File: src/rtl/pn_excite_seq.sv
// pn_excite_seq: drives P/N excitation for a bank of PN flip-flops through a queue of targets.
// Latency: a target accepted at edge k is on P/N for cycle k+1..k+2; q_model follows at edge k+2.
// Backpressure: tgt_ready low when the target FIFO is full or in reset; step_en paces the drives.
//
// Optional feature macro: PN_CHECK_EN (adds q_obs checking, sticky err and mis_cnt[7:0]).
// Ports:
//   Clk, rst (async active-low)   clock / reset
//   tgt_valid, tgt_data, tgt_ready target stream into the FIFO
//   step_en, flush                 drive pacing and synchronous queue drop
//   P, N, q_model, busy            registered excitation, model of bank state, activity flag
//   q_obs, err [, mis_cnt]         observed bank state and mismatch reporting
module pn_excite_seq #(
  parameter int WIDTH = 2,
  parameter int DEPTH = 4,
  parameter int MODE  = 0
) (
  input  logic             Clk,
  input  logic             rst,
  input  logic             tgt_valid,
  input  logic [WIDTH-1:0] tgt_data,
  output logic             tgt_ready,
  input  logic             step_en,
  input  logic             flush,
  output logic [WIDTH-1:0] P,
  output logic [WIDTH-1:0] N,
  output logic [WIDTH-1:0] q_model,
  output logic             busy,
  input  logic [WIDTH-1:0] q_obs,
`ifdef PN_CHECK_EN
  output logic [7:0]       mis_cnt,
`endif
  output logic             err
);

  localparam int AW = $clog2(DEPTH);
  localparam int CW = $clog2(DEPTH + 1);

  typedef enum logic {IDLE, DRIVE} state_t;

  logic [WIDTH-1:0] mem_q [DEPTH];
  logic [AW-1:0]    wr_ptr_q, wr_ptr_d, rd_ptr_q, rd_ptr_d;
  logic [CW-1:0]    count_q, count_d;
  state_t           state_q, state_d;
  logic [WIDTH-1:0] p_q, p_d, n_q, n_d, qm_q, qm_d, drv_q, drv_d;
  logic [WIDTH-1:0] head, base;
  logic             push, pop, empty, full;

  assign full      = (count_q == CW'(DEPTH));
  assign empty     = (count_q == '0);
  assign tgt_ready = rst & ~full;
  // A full FIFO refuses the push even if the same edge pops; flush discards it.
  assign push      = tgt_valid & tgt_ready & ~flush;
  // Same start condition in IDLE and DRIVE: DRIVE lasts one cycle, so every
  // DRIVE edge is the edge that decides whether to chain another step.
  assign pop       = ~empty & step_en & ~flush;
  assign head      = mem_q[rd_ptr_q];
  // Excitation is relative to the state the bank will hold after the current step.
  assign base      = (state_q == DRIVE) ? drv_q : qm_q;

  always_comb begin
    wr_ptr_d = wr_ptr_q;
    rd_ptr_d = rd_ptr_q;
    count_d  = count_q;
    qm_d     = qm_q;
    drv_d    = drv_q;
    state_d  = IDLE;
    p_d      = '0;
    n_d      = '1;

    if (push) wr_ptr_d = wr_ptr_q + 1'b1;
    if (pop)  rd_ptr_d = rd_ptr_q + 1'b1;
    case ({push, pop})
      2'b10:   count_d = count_q + 1'b1;
      2'b01:   count_d = count_q - 1'b1;
      default: count_d = count_q;
    endcase
    if (flush) begin
      count_d  = '0;
      rd_ptr_d = wr_ptr_q;
    end

    if (state_q == DRIVE) qm_d = drv_q;

    if (pop) begin
      state_d = DRIVE;
      drv_d   = head;
      if (MODE == 0) begin
        p_d = base ^ head;
        n_d = ~(base ^ head);
      end else begin
        p_d = head;
        n_d = head;
      end
    end
  end

  always_ff @(posedge Clk or negedge rst) begin
    if (!rst) begin
      wr_ptr_q <= '0;
      rd_ptr_q <= '0;
      count_q  <= '0;
      state_q  <= IDLE;
      p_q      <= '0;
      n_q      <= '1;
      qm_q     <= '0;
      drv_q    <= '0;
    end else begin
      wr_ptr_q <= wr_ptr_d;
      rd_ptr_q <= rd_ptr_d;
      count_q  <= count_d;
      state_q  <= state_d;
      p_q      <= p_d;
      n_q      <= n_d;
      qm_q     <= qm_d;
      drv_q    <= drv_d;
    end
  end

  // Storage needs no reset: entries are only read after being written.
  always_ff @(posedge Clk) begin
    if (push) mem_q[wr_ptr_q] <= tgt_data;
  end

  assign P       = p_q;
  assign N       = n_q;
  assign q_model = qm_q;
  assign busy    = (state_q == DRIVE) | ~empty;

`ifdef PN_CHECK_EN
  // chk_q marks the cycle after a DRIVE completed; q_model already holds the target then.
  logic       chk_q, err_q;
  logic [7:0] mis_q;

  always_ff @(posedge Clk or negedge rst) begin
    if (!rst) begin
      chk_q <= 1'b0;
      err_q <= 1'b0;
      mis_q <= '0;
    end else begin
      chk_q <= (state_q == DRIVE);
      if (chk_q && (q_obs != qm_q)) begin
        err_q <= 1'b1;
        if (mis_q != 8'hFF) mis_q <= mis_q + 1'b1;
      end
    end
  end

  assign err     = err_q;
  assign mis_cnt = mis_q;
`else
  logic unused_q_obs;
  assign unused_q_obs = ^q_obs;
  assign err          = 1'b0;
`endif

endmodule

File: config.mk
export PLATFORM = sky130hd
export DESIGN_NAME = pn_excite_seq
export DESIGN_NICKNAME = d
export VERILOG_FILES = /design/src/rtl/pn_excite_seq.sv
export SDC_FILE = /design/constraint.sdc
export NUM_CORES = 1
export LEC_CHECK = 0
export CAP_MARGIN = 0
export CORE_MARGIN = 8
export CORE_UTILIZATION = 55
export DETAILED_ROUTE_END_ITERATION = 12
export DONT_BUFFER_PORTS = 1
export PLACE_DENSITY = 0.7
export SYNTH_ARGS = -nofsm -noshare
export SYNTH_HDL_FRONTEND = slang
export SYNTH_SLANG_ARGS = --single-unit
File: constraint.sdc
create_clock -name Clk -period 7.4 [get_ports Clk]
set_input_delay 1.11 -clock Clk [delete_from_list [all_inputs] [get_ports Clk]]
set_output_delay 1.11 -clock Clk [all_outputs]
set_load 0.03 [all_outputs]
==> flow_summary.yaml <==
timing:
  grt_setup_unrepaired: "false"
  slew-limit-headroom: 0.224
  fin_crit_sh: 0.435
  tns_ns: 0
  slew_violations: 0
  skew_ns: 0.00186
  finalHoldViolations: 0
  setup_violations: 0
  max_freq_ghz: 0.311
  worst_slew_pin_slew_ns: 1.15
  fin_crit_ns: 3.22
global_routing:
  grt_pass1_vias: 640
  grt_max_degree: 19
  grt_usage: 0.104
  grt_pass1_wl_um: 2910
  antenna_found_initial: 0
  grt_overflow: 0
setup_path:
  r2r-start: "count_q[2]"
  cpMaxStageDelayCell: "nor3_1"
  crit_chain: "nand2_1, nor3_1, nor2_1, fa_1, or4b_2, o31a_2, nand4_1"
  startpoint_type: "input port"
  path_buf_inv: 0
  end_kind: "flop"
  path_delay_family: "simple AND/OR/NAND/NOR gates"
  critical_path_class: "in -> reg"
  slowest_delay_ns: 0.87
  cp_max_fo: 12
  worstPathRequired_ns: 7.65
  startpoint: "tgt_valid"
  worstPathArrival_ns: 3.47
clock_network:
  tritoncts: "built"
  cts_sinks: 24
  cts-htree-levels: 1
  cts.repair.resized: 0
  clock_path_buffers: 2
  clk_latency_ns: 0.31
  cts_buffers: 3
  hold_buffers: 0
  clkTransAtPathRegs_ns: 0.12
  cts_root_buffer: "clkbuf_4"
  cts_setup_buffers: 0
logic_synthesis:
  syn-num-nets: 111
  synthAdderAreaFrac: 0.0609
  ys_ff_latch: 24
  avgSynthCellArea_um2: 11.9
  synth.distinct_cells: 32
  syn_area_um2: 1150
  ys_seq_area_frac: 0.559
  synthMuxAreaShare: 0.0566
  synth_cells: 97
  yosysWarnings: 0
  synthSimpleGateAreaFrac: 0.170
  synth_compound_area_frac: 0.0446
  synth_top_family_by_area: "simple AND/OR/NAND/NOR gates"
  synth_xor_area_frac: 0.0609
floorplanning:
  start_util: 0.586
  core_um2: 1960
  fp.dieW_um: 61.7
  row_count: 16
  die_y_um: 61.7
  io_pins: 18
  dieArea_um2: 3810
pwr:
  leakage_nw: 0.514
  irDropWorstVdd_uv: 169
  cellPowerDensity_nw_per_um2: 298
drt:
  wl_um: 1710
  post_drt_wl_per_cell_um: 13.6
  vias_per_cell: 5.22
  drt_iter0_markers: 8
  first_pass_iters: 4
  antenna_left: 0
  drc_errors: 0
  dr_total_vias: 652
run:
  max_cap_violations: 0
placed_design:
  io_buffers: 0
  place.gp.congestion: 0.729
  hpwl_um: 1300
final_layout:
  synthToLayoutAreaGrowth_pct: 3.70
  num-nets-final: 113
  post-route-util: 0.608
  final_layout_size_suffix_gt1_frac: 0.153
  antennaDiodeCount: 0
  fill_cells: 177
hold_path:
  hp-class: "in -> async"
run_status:
  outcome: "finished, final reports clean"
==> flip-flops by register name (all words and copies together) (netlist names) <==
name      count
N             2
state_q       1
P             2
count_q       3
mem_q         8
drv_q         2
wr_ptr_q      2
rd_ptr_q      2
q_model       2
==> final cells by class <==
class                   instances  area (um2)  area share
flip-flops and latches         24         643       0.539
multi-input cells              61         455       0.382
inverters                       9        33.8      0.0283
clock buffers                   4        26.3      0.0220
well taps                      27        33.8      0.0283
==> through the flow <==
| step | worst slack, ns | hold WS [ns] | power [W] | cells | cell area (um2) |
|---|---|---|---|---|---|
| 3_3_place_gp | 3.96 | 0.462 | 0.000297 | 121 | 1170 |
| 6_report | 4.18 | 0.474 | 0.000355 | 125 | 1190 |
| 3_5_place_dp | 3.87 | 0.465 | 0.000303 | 121 | 1170 |
| 2_1_floorplan | 4.51 | 0.445 | 0.000284 | 97 | 1150 |
| 5_1_grt | 3.88 | 0.441 | 0.000382 | 125 | 1190 |
| 4_1_cts | 4.17 | 0.470 | 0.000360 | 125 | 1190 |
==> layout by cell type (no fill, tap or decap), drive strengths merged, types with 2 or more instances in the layout <==
cell,instances
xor2,3
mux4,2
dfstp,2
inv,9
mux2i,2
xnor2,5
ha,4
and2,5
nand2,12
nand4,2
edfxtp,8
nand2b,3
nor2,6
clkbuf,4
dfrtp,14
or4b,2
o21ai,4
==> cell usage after synthesis (all sizes together) <==
master / count / area share
o32ai: 1 / 0.0076
and2b: 1 / 0.0076
or4b: 2 / 0.017
mux2i: 2 / 0.017
xor2: 3 / 0.023
nand2b: 3 / 0.016
dfstp: 2 / 0.046
ha: 4 / 0.044
inv: 9 / 0.029
fa: 1 / 0.017
o21ai: 4 / 0.017
edfxtp: 8 / 0.21
o31a: 1 / 0.0087
nand2: 12 / 0.039
or2: 1 / 0.0054
conb: 1 / 0.0033
and2: 5 / 0.027
buf: 3 / 0.015
nand3: 1 / 0.0043
nor3: 1 / 0.0043
or4: 1 / 0.0065
nor2: 6 / 0.020
dfrtp: 14 / 0.30
nand4: 2 / 0.011
xnor2: 5 / 0.038
o31ai: 1 / 0.011
mux4: 2 / 0.039
nor3b: 1 / 0.011
==> power by group <==
group | leakage [nW] | switching [W] | internal, W
Clock | 0.0150 | 0.0000356 | 0.0000211
Combinational | 0.225 | 0.0000463 | 0.0000446
Sequential | 0.274 | 0.0000414 | 0.000166
==> per-layer routing <==
layer,wire (um),GRT usage,share of wire,vias up
li1,-,-,-,324
met1,742,0.122,0.43,312
met2,841,0.170,0.49,13
met3,113,0.0432,0.066,3
met4,9,0.0292,0.0053,0
met5,0,0,0,-
==> path summary, 6_finish.rpt <==
kind	to	slack, ns	depth (start not counted)
max in group asynchronous	N[1]	6.76	0
min	rd_ptr_q[0]	0.47	0
max	count_q[2]	4.18	7
min reg2reg	drv_q[0]	0.49	2
min in group Clk	drv_q[0]	0.49	2
max reg2reg	count_q[2]	4.31	7
==> cell families (layout without fill, tap and decap cells) <==
group,count (synthesis),count (layout)
XOR/XNOR,8,8
AND/OR/NAND/NOR,36,36
other,1,1
AO/OA/AOI/OAI,7,7
flip-flops,24,24
buffers and inverters,12,13
adder cells (fa/ha/maj),5,5
multiplexers,4,4
No activity file was read; power rests on OpenSTA's default activity.
